<file path="src/rtl/i2s_master_tx.sv">
// I2S master transmitter: derives BCLK/LRCLK from clk_i and shifts stereo words out MSB-first.
// Optional macro I2S_TX_HOLD_LAST_EN: on underrun, resend the last loaded word instead of zeros.
module i2s_master_tx #(
    parameter int unsigned DATA_WIDTH = 32,
    parameter int unsigned BCLK_DIV   = 4
) (
    input  logic                  clk_i,
    input  logic                  reset_i,
    input  logic                  enable_i,
    input  logic [DATA_WIDTH-1:0] sample_data_i,
    input  logic                  sample_valid_i,
    output logic                  sample_ready_o,
    output logic                  bclk_o,
    output logic                  lrclk_o,
    output logic                  sdata_o,
    output logic                  frame_start_o,
    output logic                  underrun_o
);
    localparam int unsigned     KW      = $clog2(DATA_WIDTH);
    localparam int unsigned     DivW    = $clog2(BCLK_DIV);
    localparam logic [KW-1:0]   KLast   = KW'(DATA_WIDTH - 1);
    localparam logic [KW-1:0]   KHalf   = KW'(DATA_WIDTH / 2);
    localparam logic [DivW-1:0] DivLast = DivW'(BCLK_DIV - 1);

    typedef enum logic [1:0] {StIdle, StRun, StStop} state_e;

    state_e                  state_q, state_d;
    logic [DivW-1:0]         div_q, div_d;
    logic                    bclk_q, bclk_d;
    logic [KW-1:0]           k_q, k_d, k_next;
    logic                    lrclk_q, lrclk_d;
    logic                    sdata_q, sdata_d;
    logic [DATA_WIDTH-1:0]   shift_q, shift_d;
    logic [DATA_WIDTH-1:0]   hold_q, hold_d;
    logic                    hold_full_q, hold_full_d;
    logic [DATA_WIDTH-1:0]   fill;
    logic                    fall, wrap, load, accept;
`ifdef I2S_TX_HOLD_LAST_EN
    logic [DATA_WIDTH-1:0]   last_q, last_d;
`endif

    assign fall   = (state_q != StIdle) && bclk_q && (div_q == DivLast);
    assign wrap   = fall && (state_q == StRun) && (k_q == KLast);
    assign load   = !reset_i && enable_i && ((state_q == StIdle) || wrap);
    assign accept = sample_valid_i && !hold_full_q;
    assign k_next = (k_q == KLast) ? '0 : k_q + KW'(1);

    always_ff @(posedge clk_i) begin
        if (reset_i) begin
            state_q <= StIdle;
        end else begin
            state_q <= state_d;
        end
    end

    always_comb begin
        state_d = state_q;
        unique case (state_q)
            StIdle:  if (enable_i) state_d = StRun;
            StRun:   if (wrap && !enable_i) state_d = StStop;
            StStop:  if (fall) state_d = StIdle;
            default: state_d = StIdle;
        endcase
    end

    always_comb begin
        sample_ready_o = !hold_full_q;
        bclk_o         = bclk_q;
        lrclk_o        = lrclk_q;
        sdata_o        = sdata_q;
        frame_start_o  = load;
        underrun_o     = load && (state_q == StRun) && !hold_full_q;
    end

    always_comb begin
        div_d       = div_q;
        bclk_d      = bclk_q;
        k_d         = k_q;
        lrclk_d     = lrclk_q;
        sdata_d     = sdata_q;
        shift_d     = shift_q;
        hold_d      = hold_q;
        hold_full_d = hold_full_q;
`ifdef I2S_TX_HOLD_LAST_EN
        last_d      = last_q;
        fill        = last_q;
`else
        fill        = '0;
`endif
        // An accept coinciding with a load keeps the new word for the following frame.
        if (accept) begin
            hold_d      = sample_data_i;
            hold_full_d = 1'b1;
        end else if (load) begin
            hold_full_d = 1'b0;
        end

        if (state_q == StIdle) begin
            div_d   = '0;
            bclk_d  = 1'b0;
            k_d     = '0;
            lrclk_d = 1'b0;
            sdata_d = 1'b0;
        end else begin
            if (div_q == DivLast) begin
                div_d  = '0;
                bclk_d = !bclk_q;
            end else begin
                div_d = div_q + DivW'(1);
            end
            if (fall) begin
                if (state_q == StStop) begin
                    k_d     = '0;
                    lrclk_d = 1'b0;
                    sdata_d = 1'b0;
                end else begin
                    // After the wrap's shift, the MSB holds R[0] of the outgoing frame.
                    k_d     = k_next;
                    lrclk_d = (k_next >= KHalf);
                    sdata_d = shift_q[DATA_WIDTH-1];
                    shift_d = shift_q << 1;
                end
            end
        end

        if (load) begin
            shift_d = hold_full_q ? hold_q : fill;
`ifdef I2S_TX_HOLD_LAST_EN
            if (hold_full_q) last_d = hold_q;
`endif
        end
    end

    always_ff @(posedge clk_i) begin
        if (reset_i) begin
            div_q       <= '0;
            bclk_q      <= 1'b0;
            k_q         <= '0;
            lrclk_q     <= 1'b0;
            sdata_q     <= 1'b0;
            shift_q     <= '0;
            hold_q      <= '0;
            hold_full_q <= 1'b0;
`ifdef I2S_TX_HOLD_LAST_EN
            last_q      <= '0;
`endif
        end else begin
            div_q       <= div_d;
            bclk_q      <= bclk_d;
            k_q         <= k_d;
            lrclk_q     <= lrclk_d;
            sdata_q     <= sdata_d;
            shift_q     <= shift_d;
            hold_q      <= hold_d;
            hold_full_q <= hold_full_d;
`ifdef I2S_TX_HOLD_LAST_EN
            last_q      <= last_d;
`endif
        end
    end
endmodule
</file>
<file path="config.mk">
export PLATFORM = sky130hd
export DESIGN_NAME = i2s_master_tx
export DESIGN_NICKNAME = d
export VERILOG_FILES = /design/src/rtl/i2s_master_tx.sv
export SDC_FILE = /design/constraint.sdc
export NUM_CORES = 1
export LEC_CHECK = 0
export CORE_MARGIN = 2
export CORE_UTILIZATION = 60
export DETAILED_ROUTE_END_ITERATION = 10
export HOLD_SLACK_MARGIN = 0.1
export PLACE_DENSITY = 0.84
export SYNTH_ARGS = -nofsm -noshare
export SYNTH_HDL_FRONTEND = slang
export SYNTH_SLANG_ARGS = --single-unit
</file>
<file path="constraint.sdc">
create_clock -name clk_i -period 4.5 [get_ports clk_i]
set_clock_uncertainty 0.05 [all_clocks]
set_input_delay 0.45 -clock clk_i [delete_from_list [all_inputs] [get_ports clk_i]]
set_output_delay 0.45 -clock clk_i [all_outputs]
set_load 0.02 [all_outputs]
</file>
Word-level counts from Yosys, hierarchy flattened
Cells that the tools add are included.
Word-level totals
  bits in read-only memories: 0
  register bits: 77
  memories: 0
  input bits: 36
  bits in writable memories: 0
  latch bits: 0
Operators by class
  $add $sub $neg: 2
  reduce and logical (&&, ||, !) cells: 23
  eq/ne operators: 9
  div/mod/pow operators: 0
  bitwise operators: 0
  shifts and indexed selects: 0
  multiply operators: 0
  multiplexer cells: 15
  $lt $le $gt $ge: 1
Operators with widths (number)
  $mux 32: 5
  $logic_and 1x1->1: 10
  $mux 5: 2
  $ne 2x2->1 const B: 5
  $mux 2: 3
  $pmux 2 s3: 1
  $reduce_and 3->1: 2
  $reduce_bool 2->1: 3
  $add 5x1->5 const B: 1
  $eq 5x5->1 const B: 1
  $ge 5x5->1 const B: 1
  $eq 2x2->1 const B: 2
  $logic_not 1->1: 4
  $mux 1: 4
  $reduce_or 3->1: 1
  $add 2x1->2 const B: 1
  $eq 2x1->1 const B: 1
  $logic_not 2->1: 1
  $reduce_or 2->1: 1
  $logic_or 1x1->1: 1

Logic depth before layout (Yosys ltp)
Gate-level depths: netlist (run 1).
  word-level depth: 9
  gate-level depth with buffers: 8

Least setup slack after synthesis (run 1)
No wires, ideal clock.
  path kind: input to output
  start: input port reset_i
  end: output port underrun_o
  buffers on the path: 2
  data required time: 4000 ps
  slack: 1880 ps
  arrival: 2120 ps
  stages on the path: 5
  path through: buf_2 -> or3b_1 -> buf_2 -> a21oi_2 -> nor4b_1
On the way
  cells in the longest elaborated chain, start to end: 5
RTL lines
  from (decl): RTL line 8  | input logic reset_i,
  $logic_not 1->1: RTL line 44  | assign load = !reset_i && enable_i && ((state_q == StIdle) || wrap);
  $logic_and 1x1->1 (2 in series): RTL line 44
  via frame_start_o: RTL line 16  | output logic frame_start_o,
  $logic_and 1x1->1 (2 in series): RTL line 72  | underrun_o = load && (state_q == StRun) && !hold_full_q;
  to (decl): RTL line 17  | output logic underrun_o
The timed path passes the listed nets, and every way through them passes these cells.

Worst setup path after layout (run 1)
  start: input port enable_i
  end: output port underrun_o
On the way
  cells in the longest elaborated chain, start to end: 4
RTL lines
  from (decl): RTL line 9  | input logic enable_i,
  $logic_and 1x1->1 (2 in series): RTL line 44
  $logic_and 1x1->1 (2 in series): RTL line 72
Every way passes these cells.

==> results.txt, run 1 <==
----------------------------------------------------
[Run status]
  Status ... completed

[Critical path]
  Highest net fanout along the worst path ... 33
  Arrival time reported for the critical path endpoint ... between 2 and 3 ns
  Type of element capturing the critical path ... output port
  Worst setup path class ... in2out
  Startpoint type of the worst setup path ... input port
  Required arrival time at the worst endpoint ... 4.00 ns

[Global route]
  Overall Global Routing Usage ... 0.257
  Final global-route overflow total ... 0
  Number of antenna violations at the first check in global routing ... 0
  Largest net degree at the start of global routing ... ~80
  Via count of the first global-routing pass ... roughly 3,000
  Global-route wire length before repair ... approximately 14,000 um

[Layout]
  Most common cell after layout, fill and taps aside ... nand2_1
  Footprint of the multi-input gates ... 1880 sq um
  Share of post-route cells with drive strength above 1 ... 0.0697
  Antenna fix cells ... 0
  Sequential Area ... 1520 sq um
  Number of nets in the final layout ... between 400 and 500
  Area delta synth->final ... 12.1%
  Fill cell instance count of the final layout ... 473
  Commonest cells after routing, fill and taps aside ... nand2_1 (97), dfxtp_1 (76), clkdlybuf4s50_1 (40)
  Final design area excluding fillers ... ~4100 sq um

[Floorplan]
  Die outline height ... between 80 and 90 um
  Floorplan die width ... around 82 um
  Floorplan row count ... 28
  Boundary Pins ... 42
  Starting utilization of the core area ... 0.622
  Die area ... ~6800 sq um
  Core outline area ... 5920 sq um

[Synthesis]
  Share of the synthesized netlist area taken by xor and xnor gates ... 0.00713
  Post-Synthesis Mean Instance Area ... 8.47 sq um
  Main area contributors after synthesis ... dfxtp_1 (41%), nand2_1 (9.9%), a2bb2oi_1 (7.6%)
  Combinational family with the most area after synthesis ... compound AO/OA/AOI/OAI gates
  Number of distinct standard cells referenced by the synthesized netlist ... 36
  Number of warnings printed during yosys synthesis ... 0
  Sequential share of the synthesized area ... 0.413
  Most area-hungry cell type in the Yosys netlist ... dfxtp_1
  Fraction of the mapped netlist area in adder cells ... 0.0102
  Number of nets produced by synthesis ... 474
  Simple-gate portion of the synthesized area ... 0.192
  Synthesized area ... about 3700 sq um
  Post-synthesis mux area share ... 0
  Register bit count reported by yosys ... 76
  Compound-cell area share of the yosys netlist ... 0.300
  Gate count of the mapped netlist ... between 400 and 500
  Proportion of netlist area held by the largest area contributor ... 0.413

[CTS]
  Setup Fix Bufs, Post-CTS ... 0
  H-tree Lvls ... 3
  Clock-pin slew of the registers on the worst-case setup and hold paths ... around 0.070 ns
  Clock tree from TritonCTS ... done
  Clock root cell ... clkbuf_8
  Total clock buffers created by CTS ... 9
  Number of clock sinks ... 76
  Clock insertion delay at the later pin of the skew report ... 0.35 ns
  Maximum root-to-sink buffer count ... 2
  Post-cts resize count ... 0
  Total of hold buffers inserted after clock tree synthesis ... 0

[Pwr]
  Power Density ... between 300 and 400 nW/um^2
  Peak supply drop ... around 0.20 mV
  P_leak ... 1.40 nW

[STA]
  Top achievable clock speed ... 308 MHz
  Final-report setup violation count ... 0
  Post-layout min period ... ~3.2 ns
  Unrepaired setup endpoints after global routing ... no
  Final worst path period share ... 0.721
  Slew at the pin closest to its max-slew limit ... between 1 and 1.5 ns
  Number of slew-limit violations in the final report ... 0
  Hold Fails Final Rpt ... 0
  Fin Setup TNS ... 0 ns
  Hold Slack ... 0.390 ns
  Tightest slew margin relative to the limit ... 0.214

[Route]
  Overall via count from detail_route ... 3,328
  First DRT Iteration DRCs ... 275
  Number of nets with antenna violations after routing ... 0
  DRC errors left ... 0
  Per-cell via count in the routed design ... roughly 6.4
  Final routed wirelength across all metal layers ... between 8000 and 9000 um
  Drt wl/cell ... 16.2 um
  Pre-Repair DR Iteration Count ... 5

[Place]
  Port bufs ... 41
  Detailed-placement wirelength estimate ... 4830 um
  Weighted congestion reported at the end of routability-driven placement ... approximately 0.76
  Post-placement cell area ... 3970 sq um

[Min path]
  Hold crit path type ... reg2reg

[Job]
  Max-cap viol count ... 0

----------------------------------------------------
cell usage after synthesis:
cell type	instances
buf_6	7
nor3b_1	1
nor3_1	35
nor3b_2	1
a211oi_1	3
nor2_1	6
inv_1	2
nor4_1	1
nor4b_1	2
ha_1	3
and3_1	2
o211ai_1	1
and3_4	1
o21ai_0	1
o21ba_2	1
buf_2	17
dfxtp_1	76
nand3_1	4
o2111ai_1	32
or2_1	1
a311oi_1	28
buf_1	8
or3b_1	1
nor2b_1	1
xnor2_1	1
clkbuf_1	23
a21oi_2	1
nand2_1	97
nand2b_1	1
a311oi_2	3
a2bb2oi_1	32
a21oi_1	34
xor2_1	2
a22oi_1	4
or3_1	1
nor4b_4	1
final timing paths:
path         slack, ns                        to  cells after the start               startpoint
min reg2reg       0.39       div_q[0]$_SDFF_PP0_                      1      div_q[0]$_SDFF_PP0_
min               0.39       div_q[0]$_SDFF_PP0_                      1      div_q[0]$_SDFF_PP0_
max               1.26                underrun_o                      6                 enable_i
max reg2reg       1.71  shift_q[31]$_SDFFE_PP0P_                      4  state_q[0]$_SDFFE_PP0P_
sequential cells by signal, indices dropped and copies added, names as in the netlist:
signal and cells:
div_q 2, k_q 5, hold_full_q 1, shift_q 32, hold_q 32, state_q 2
bclk_o 1, sdata_o 1
cells by family (layout without fill, tap and decap cells):
logic type | count (synthesis) | in the layout
and+or+nand+nor | 156 | 156
buffers and inverters | 57 | 67
AOI/OAI and AO/OA | 140 | 140
adders and majority gates | 3 | 3
DFF | 76 | 76
xor gates and xnor gates | 3 | 3
stage by stage:
stage | worst slack (ns) | power, mW | std cells | utilization
finish | 1.26 | 1.38 | 520 | 0.698
floorplan | 1.88 | 0.871 | 435 | -
detailed placement | 1.24 | 0.930 | 504 | 0.670
CTS | 1.23 | 1.38 | 520 | 0.698
global route | 1.15 | 1.43 | 520 | 0.698
global placement | 1.24 | 0.924 | 504 | 0.670
power by group:
part / internal [mW] / total, mW / switching, mW / leakage, nW
Combinational: 0.0789 / 0.180 / 0.101 / 0.692
Sequential: 0.709 / 0.737 / 0.0281 / 0.622
Clock: 0.215 / 0.459 / 0.244 / 0.0844
routing by layer:
layer  GRT usage  vias up  share of wire
li1            -     1638              -
met1       0.334     1580           0.46
met2       0.423      100           0.48
met3      0.0587       10          0.054
met4      0.0817        0          0.013
met5           0        -              0
critical path, stage by stage:
cell	delay, ns
clkdlybuf4s50_1	0.54
or3b_1	0.36
buf_4	0.25
a21oi_2	0.18
nor4b_1	0.29
clkdlybuf4s50_1	0.67
final cells by class:
| cell class | instances | share of cell area |
|---|---|---|
| Clock buffer | 14 | 0.0370 |
| Clock inverter | 2 | 0.00242 |
| Inverter | 2 | 0.00182 |
| Multi-Input combinational cell | 302 | 0.455 |
| Sequential cell | 76 | 0.368 |
| Tap cell | 75 | 0.0227 |
| Timing Repair Buffer | 49 | 0.113 |
Note: power is estimated with default switching activity, not from simulation.
==> run 2: changes to the inputs <==
--- a/config.mk
+++ b/config.mk
@@ -6,10 +6,10 @@
 export NUM_CORES = 1
 export LEC_CHECK = 0
 export CORE_MARGIN = 2
-export CORE_UTILIZATION = 60
+export CORE_UTILIZATION = 50
 export DETAILED_ROUTE_END_ITERATION = 10
 export HOLD_SLACK_MARGIN = 0.1
-export PLACE_DENSITY = 0.84
+export PLACE_DENSITY = 0.75
 export SYNTH_ARGS = -nofsm -noshare
 export SYNTH_HDL_FRONTEND = slang
 export SYNTH_SLANG_ARGS = --single-unit
==> constraint.sdc (replaced) <==
create_clock -name clk_i -period 2.6 [get_ports clk_i]
set_clock_uncertainty 0.05 [all_clocks]
set_input_delay 0.26 -clock clk_i [delete_from_list [all_inputs] [get_ports clk_i]]
set_output_delay 0.26 -clock clk_i [all_outputs]
set_load 0.02 [all_outputs]
==> results.txt, run 2 (synthesis gave the netlist of run 1 again) <==
----------------------------------------------------
[Layout]
  Final core utilization ... 0.607 (-0.0904)
  Top Registers ... hold_q: 32 flops, shift_q: 32 flops, k_q: 5 flops
  Most common cell after layout, fill and taps aside ... nand2_1
  Number of nets in the final layout ... 491 (+2.5%)
  Post-Layout Cell Count ... 556 (+6.9%)
  Fill cell instance count of the final layout ... 653 (+38%)
  Area delta synth->final ... 18.2%
  Share of post-route cells with drive strength above 1 ... 0.103 (+0.0332)
  Antenna fix cells ... 0 (unchanged)
  Commonest cells after routing, fill and taps aside ... nand2_1 (97), dfxtp_1 (76), clkdlybuf4s50_1 (38)

[STA]
  Post-layout min period ... between 2 and 2.5 ns
  Tightest slew margin relative to the limit ... 0.481 (+0.267)
  Fin Setup TNS ... 0 ns (unchanged)
  Unrepaired setup endpoints after global routing ... no
  Top achievable clock speed ... about 430 MHz
  Hold Slack ... 0.163 ns (-0.227 ns)
  Final-report setup violation count ... 0 (unchanged)
  Final worst path period share ... 0.904
  Slew at the pin closest to its max-slew limit ... 0.779 ns (-0.400 ns)
  Hold Fails Final Rpt ... 0 (unchanged)
  Number of slew-limit violations in the final report ... 0 (unchanged)

[Route]
  Pre-Repair DR Iteration Count ... 4 (-1)
  Overall via count from detail_route ... 3,361 (+0.99%)
  Number of nets with antenna violations after routing ... 0 (unchanged)
  First DRT Iteration DRCs ... 327 (+19%)
  Final routed wirelength across all metal layers ... 8890 um (+5.3%)
  Drt wl/cell ... 16.0 um (-1.5%)
  DRC errors left ... 0 (unchanged)
  Per-cell via count in the routed design ... 6.04 (-5.5%)

[Critical path]
  Cell count of the worst reg-to-reg path ... 7 (+3)
  Stage delay of the slowest cell on the critical path ... 0.37 ns (-0.30 ns)
  Most repeated library cell on the critical path ... ha_1
  Flop2flop setup slack ... 0.37 ns (-1.34 ns)
  Endpoint of the most critical register-to-register path ... shift_q[1]$_SDFFE_PP0P_
  Arrival time reported for the critical path endpoint ... 2.04 ns (-0.70 ns)
  Startpoint type of the worst setup path ... register
  Worst-path cell with the longest stage delay ... dfxtp_1
  Highest net fanout along the worst path ... 3 (-91%)
  Worst setup path class ... reg2out
  Required arrival time at the worst endpoint ... 2.29 ns (-1.71 ns)
  Critical Path, Cell by Cell ... ha_1, and3_1, ha_1, nand3_1, a21oi_2, buf_4, dlygate4sd2_1
  Type of element capturing the critical path ... output port
  Source of the worst register-to-register timing path ... k_q[1]$_SDFFE_PP0P_

[Global route]
  Overall Global Routing Usage ... 0.231 (-0.0260)
  Via count of the first global-routing pass ... 3,244 (+9.2%)
  Global-route wire length before repair ... 15,500 um (+14%)
  Final global-route overflow total ... 0 (unchanged)
  Number of antenna violations at the first check in global routing ... 0 (unchanged)
  Largest net degree at the start of global routing ... 73 (-7.6%)

[Floorplan]
  Die area ... 8070 sq um (+19%)
  Core outline area ... 7180 sq um (+21%)
  Floorplan die width ... 89.8 um (+9.1%)
  Boundary Pins ... 42 (unchanged)
  Starting utilization of the core area ... 0.514 (-0.109)
  Floorplan row count ... 31 (+11%)
  Die outline height ... 89.8 um (+9.1%)

[Pwr]
  Power Density ... 627 nW/um^2 (+88%)
  P_leak ... 1.51 nW (+8.2%)
  Overall power consumption ... 2.73 mW (+99%)
  Peak supply drop ... 0.279 mV (+39%)

[CTS]
  Number of clock sinks ... 76 (unchanged)
  Clock-pin slew of the registers on the worst-case setup and hold paths ... 0.08 ns (about the same)
  Clock root cell ... clkbuf_8
  Clock tree from TritonCTS ... done
  Maximum root-to-sink buffer count ... 2 (unchanged)
  H-tree Lvls ... 3 (unchanged)
  Clock insertion delay at the later pin of the skew report ... 0.36 ns (about the same)
  Total clock buffers created by CTS ... 9 (unchanged)

[Min path]
  Hold Path Sink ... hold_full_q$_SDFFE_PP0P_
  Hold crit path type ... in2reg
  Cells on Worst Hold Path ... 2 (+1)
  Start point of the worst min-delay path ... reset_i

[Run status]
  Status ... completed

[Job]
  Max-cap viol count ... 0 (unchanged)

[Place]
  Detailed-placement wirelength estimate ... 5130 um (+6.1%)
  Weighted congestion reported at the end of routability-driven placement ... 0.811 (+7.3%)
  Port bufs ... 41 (unchanged)
  Instance count after placement with tap cells included ... 540 (+7.1%)

----------------------------------------------------
[run 2: cell count changes in the layout (fill, tap and decap cells not counted), moves of 2 or more]
| cell | before | now |
|---|---|---|
| buf_4 | 8 | 18 |
| bufinv_16 | 0 | 3 |
| clkbuf_1 | 4 | 1 |
| clkdlybuf4s50_1 | 40 | 38 |
| buf_12 | 0 | 2 |
[run 2: power breakdown]
part / internal, mW / switching, mW / total (mW)
clock network: 0.689 / 0.444 / 1.13
logic: 0.145 / 0.186 / 0.331
registers: 1.23 / 0.0405 / 1.27
total: 2.06 / 0.670 / 2.73
[run 2: cell type report]
cell class | instances | area [sq um] | area share
Multi-Input combinational cell | 302 | 1880 | 0.431
Clock buffer | 12 | 155 | 0.0356
Clock inverter | 4 | 95.1 | 0.0218
Sequential cell | 76 | 1520 | 0.349
Inverter | 2 | 7.51 | 0.00172
Tap cell | 99 | 124 | 0.0284
Timing Repair Buffer | 61 | 574 | 0.132
[run 2: how the worst max path moves through the flow]
stage | from | to | depth (start not counted)
2_1_floorplan | k_q[0]$_SDFFE_PP0P_ | underrun_o | 6
3_3_place_gp | enable_i | underrun_o | 5
3_5_place_dp | enable_i | underrun_o | 5
4_1_cts | k_q[0]$_SDFFE_PP0P_ | underrun_o | 7
5_1_grt | k_q[0]$_SDFFE_PP0P_ | underrun_o | 7
6_report | k_q[1]$_SDFFE_PP0P_ | frame_start_o | 7
[run 2: metrics by stage]
| step | setup slack, ns | area (sq um) |
|---|---|---|
| after detailed placement | 0.150 | 4110 |
| after global placement | 0.150 | 4110 |
| final | 0.250 | 4360 |
| after floorplan | 0.247 | 3680 |
| after global routing | 0.0710 | 4360 |
| after CTS | 0.121 | 4360 |
[run 2: layer usage]
layer / global-route usage / vias up / part of all wire
met3: 0.0411 / 13 / 0.032
met5: 0 / - / 0
met1: 0.308 / 1620 / 0.47
met2: 0.378 / 63 / 0.48
li1: - / 1665 / -
met4: 0.0846 / 0 / 0.016
[run 2: worst max-delay path, delay by kind of cell, from the launching register on]
family          cells  cell delay (ns)
compound gates      1             0.18
fa+ha+maj           2             0.37
buf+inv             2             0.46
flops               1             0.37
simple gates        2             0.30
[run 2: repair_timing]
action	4_1_cts	5_1_grt
setup buffers	0	0
resized for setup	2	3
endpoints found under the setup margin	2	1
hold buffers	0	0
==> run 3: changes to the inputs <==
--- a/config.mk
+++ b/config.mk
@@ -6,10 +6,10 @@
 export NUM_CORES = 1
 export LEC_CHECK = 0
 export CORE_MARGIN = 2
-export CORE_UTILIZATION = 50
+export CORE_UTILIZATION = 56
 export DETAILED_ROUTE_END_ITERATION = 10
 export HOLD_SLACK_MARGIN = 0.1
-export PLACE_DENSITY = 0.75
+export PLACE_DENSITY = 0.8
 export SYNTH_ARGS = -nofsm -noshare
 export SYNTH_HDL_FRONTEND = slang
 export SYNTH_SLANG_ARGS = --single-unit
==> constraint.sdc (replaced) <==
create_clock -name clk_i -period 2.65 [get_ports clk_i]
set_clock_uncertainty 0.05 [all_clocks]
set_input_delay 0.265 -clock clk_i [delete_from_list [all_inputs] [get_ports clk_i]]
set_output_delay 0.265 -clock clk_i [all_outputs]
set_load 0.02 [all_outputs]
==> results.txt, run 3 (synthesis gave the netlist of run 1 again) <==
----------------------------------------------------
[STA]
  Final-report setup violation count ... 0 (unchanged)
  Number of slew-limit violations in the final report ... 0 (unchanged)
  Unrepaired setup endpoints after global routing ... no
  Post-layout min period ... about 2.5 ns
  Top achievable clock speed ... 398 MHz
  Tightest slew margin relative to the limit ... 0.436 (-0.0446)
  Final worst path period share ... 0.948
  Crit path setup slack, layout ... 0.137 ns (-0.113 ns)
  Hold Fails Final Rpt ... 0 (unchanged)
  Slew at the pin closest to its max-slew limit ... 0.846 ns (+0.0669 ns)
  Fin Setup TNS ... 0 ns (unchanged)

[Pwr]
  Sequential power share ... 0.510 (+0.046)
  Overall power consumption ... 2.45 mW (-10%)
  Power Density ... 575 nW/um^2 (-8.2%)
  P_leak ... 1.49 nW (-1.8%)
  Fraction of power spent switching nets ... 0.252 (+0.00682)
  P_int ... 1.83 mW (-11%)
  Switching component of the power ... 0.617 mW (-7.9%)
  Peak supply drop ... 0.417 mV (+50%)
  Power share of the combinational group ... 0.128 (+0.007)
  Clock share of power ... 0.362 (-0.053)

[Min path]
  Hold crit path type ... reg2reg

[Route]
  Per-cell via count in the routed design ... 6.38 (+5.5%)
  DRC errors left ... 0 (unchanged)
  First DRT Iteration DRCs ... 290 (-11%)
  Overall via count from detail_route ... 3,392 (+0.92%)
  Number of nets with antenna violations after routing ... 0 (unchanged)
  Final routed wirelength across all metal layers ... 8660 um (-2.6%)
  Pre-Repair DR Iteration Count ... 4 (unchanged)
  Drt wl/cell ... 16.3 um (+1.8%)

[Global route]
  Global-route wire length before repair ... 14,600 um (-5.9%)
  Number of antenna violations at the first check in global routing ... 0 (unchanged)
  Final global-route overflow total ... 0 (unchanged)
  Overall Global Routing Usage ... 0.247 (+0.0160)
  Largest net degree at the start of global routing ... 78 (+6.8%)
  Via count of the first global-routing pass ... 3,118 (-3.9%)

[Critical path]
  Launching element of the worst setup path ... k_q[0]$_SDFFE_PP0P_
  Type of element capturing the critical path ... output port
  Cell count of the worst reg-to-reg path ... 7 (unchanged)
  Startpoint type of the worst setup path ... register
  Required arrival time at the worst endpoint ... 2.34 ns (+0.05 ns)
  Worst setup path class ... reg2out
  Endpoint of the worst setup timing path ... underrun_o
  Endpoint of the most critical register-to-register path ... shift_q[12]$_SDFFE_PP0P_
  Highest net fanout along the worst path ... 3 (unchanged)
  Flop2flop setup slack ... 0.39 ns (+0.02 ns)
  Source of the worst register-to-register timing path ... k_q[0]$_SDFFE_PP0P_
  Arrival time reported for the critical path endpoint ... 2.20 ns (+0.16 ns)

[Layout]
  Commonest cells after routing, fill and taps aside ... nand2_1 (97), dfxtp_1 (76), clkdlybuf4s50_1 (38)
  Sequential Area ... 1520 sq um (unchanged)
  Top Registers ... hold_q: 32 flops, shift_q: 32 flops, k_q: 5 flops
  Final core utilization ... 0.670 (+0.0630)
  Share of post-route cells with drive strength above 1 ... 0.0901 (-0.0127)
  Most common cell after layout, fill and taps aside ... nand2_1
  Antenna fix cells ... 0 (unchanged)
  Number of nets in the final layout ... 489 (-0.41%)
  Area delta synth->final ... 15.5%
  Footprint of the multi-input gates ... 1880 sq um (unchanged)
  Fill cell instance count of the final layout ... 526 (-19%)

[CTS]
  H-tree Lvls ... 3 (unchanged)
  Setup Fix Bufs, Post-CTS ... 0 (unchanged)
  Total clock buffers created by CTS ... 9 (unchanged)
  Total of hold buffers inserted after clock tree synthesis ... 0 (unchanged)
  Clock tree from TritonCTS ... done
  Number of clock sinks ... 76 (unchanged)
  Clock root cell ... clkbuf_8
  Maximum root-to-sink buffer count ... 2 (unchanged)
  Clock insertion delay at the later pin of the skew report ... 0.35 ns (about the same)
  Clock-pin slew of the registers on the worst-case setup and hold paths ... 0.07 ns (about the same)

[Floorplan]
  Boundary Pins ... 42 (unchanged)
  Core outline area ... 6350 sq um (-12%)
  Die area ... 7240 sq um (-10%)
  Die outline height ... 85.1 um (-5.3%)
  Starting utilization of the core area ... 0.580 (+0.0668)
  Floorplan die width ... 85.1 um (-5.3%)
  Floorplan row count ... 29 (-6.5%)

[Job]
  Max-cap viol count ... 0 (unchanged)

[Place]
  Weighted congestion reported at the end of routability-driven placement ... 0.791 (-2.6%)
  Detailed-placement wirelength estimate ... 5000 um (-2.5%)
  Place WS ... 0.180 ns (+0.0295 ns)
  Port bufs ... 41 (unchanged)

[Run status]
  Status ... completed

----------------------------------------------------
-- run 3: changes by cell type in the layout (fill, tap and decap cells not counted) --
cell / previous run / this run
clkbuf_1: 1 / 4
buf_12: 2 / 1
buf_4: 18 / 17
clkinv_2: 1 / 0
bufinv_16: 3 / 1
dlymetal6s2s_1: 0 / 1
clkbuf_2: 1 / 0
-- run 3: what timing repair did --
item | CTS | global route
gates cloned | 0 | 0
gates resized for setup | 1 | 1
setup endpoints to repair | 1 | 1
-- run 3: critical path, cell delays in order (launching register included) --
cell and delay [ns]:
dfxtp_1 0.39, ha_1 0.19, and3_1 0.16, ha_1 0.18
nand3_1 0.13, a21oi_2 0.18, nor4b_1 0.23, dlygate4sd2_1 0.38
-- run 3: how the worst min path moves through the flow --
stage / end / slack [ns] / cells past startpoint / startpoint
global placement: div_q[0]$_SDFF_PP0_ / 0.37 / 1 / div_q[0]$_SDFF_PP0_
global route: div_q[0]$_SDFF_PP0_ / 0.41 / 1 / div_q[0]$_SDFF_PP0_
finish: div_q[0]$_SDFF_PP0_ / 0.38 / 1 / div_q[0]$_SDFF_PP0_
floorplan: hold_q[0]$_SDFFE_PP0P_ / 0.35 / 2 / sample_data_i[0]
detailed placement: div_q[0]$_SDFF_PP0_ / 0.38 / 1 / div_q[0]$_SDFF_PP0_
CTS: div_q[0]$_SDFF_PP0_ / 0.39 / 1 / div_q[0]$_SDFF_PP0_
-- run 3: power by group through the flow --
stage               sequential (mW)  combinational, mW  clock [mW]
finish                         1.25              0.313       0.887
CTS                            1.25              0.314       0.903
detailed placement             1.27              0.313           0
global placement               1.27              0.305           0
global route                   1.26              0.349       0.952
floorplan                      1.26              0.219           0
-- run 3: cell type report --
type                    instances  area share
multi-input cells             302       0.442
flip-flops and latches         76       0.358
repair buffers                 59       0.130
clock buffers                  15      0.0391
well taps                      77      0.0226
clock inverters                 1     0.00706
inverters                       2     0.00176
-- run 3: routing by layer --
layer / track usage / vias to the layer above / routed length (um) / share of wire
li1: - / 1660 / - / -
met1: 0.328 / 1594 / 3820 / 0.44
met2: 0.392 / 117 / 4090 / 0.47
met3: 0.0516 / 21 / 550 / 0.064
met4: 0.102 / 0 / 195 / 0.023
met5: 0 / - / 0 / 0
-- run 3: per-stage QoR --
stage / std cells / hold WS (ns) / instance area, sq um
finish: 532 / 0.383 / 4260
global route: 532 / 0.407 / 4260
CTS: 532 / 0.390 / 4250
detailed placement: 516 / 0.379 / 4060
global placement: 516 / 0.367 / 4060
floorplan: 435 / 0.351 / 3680
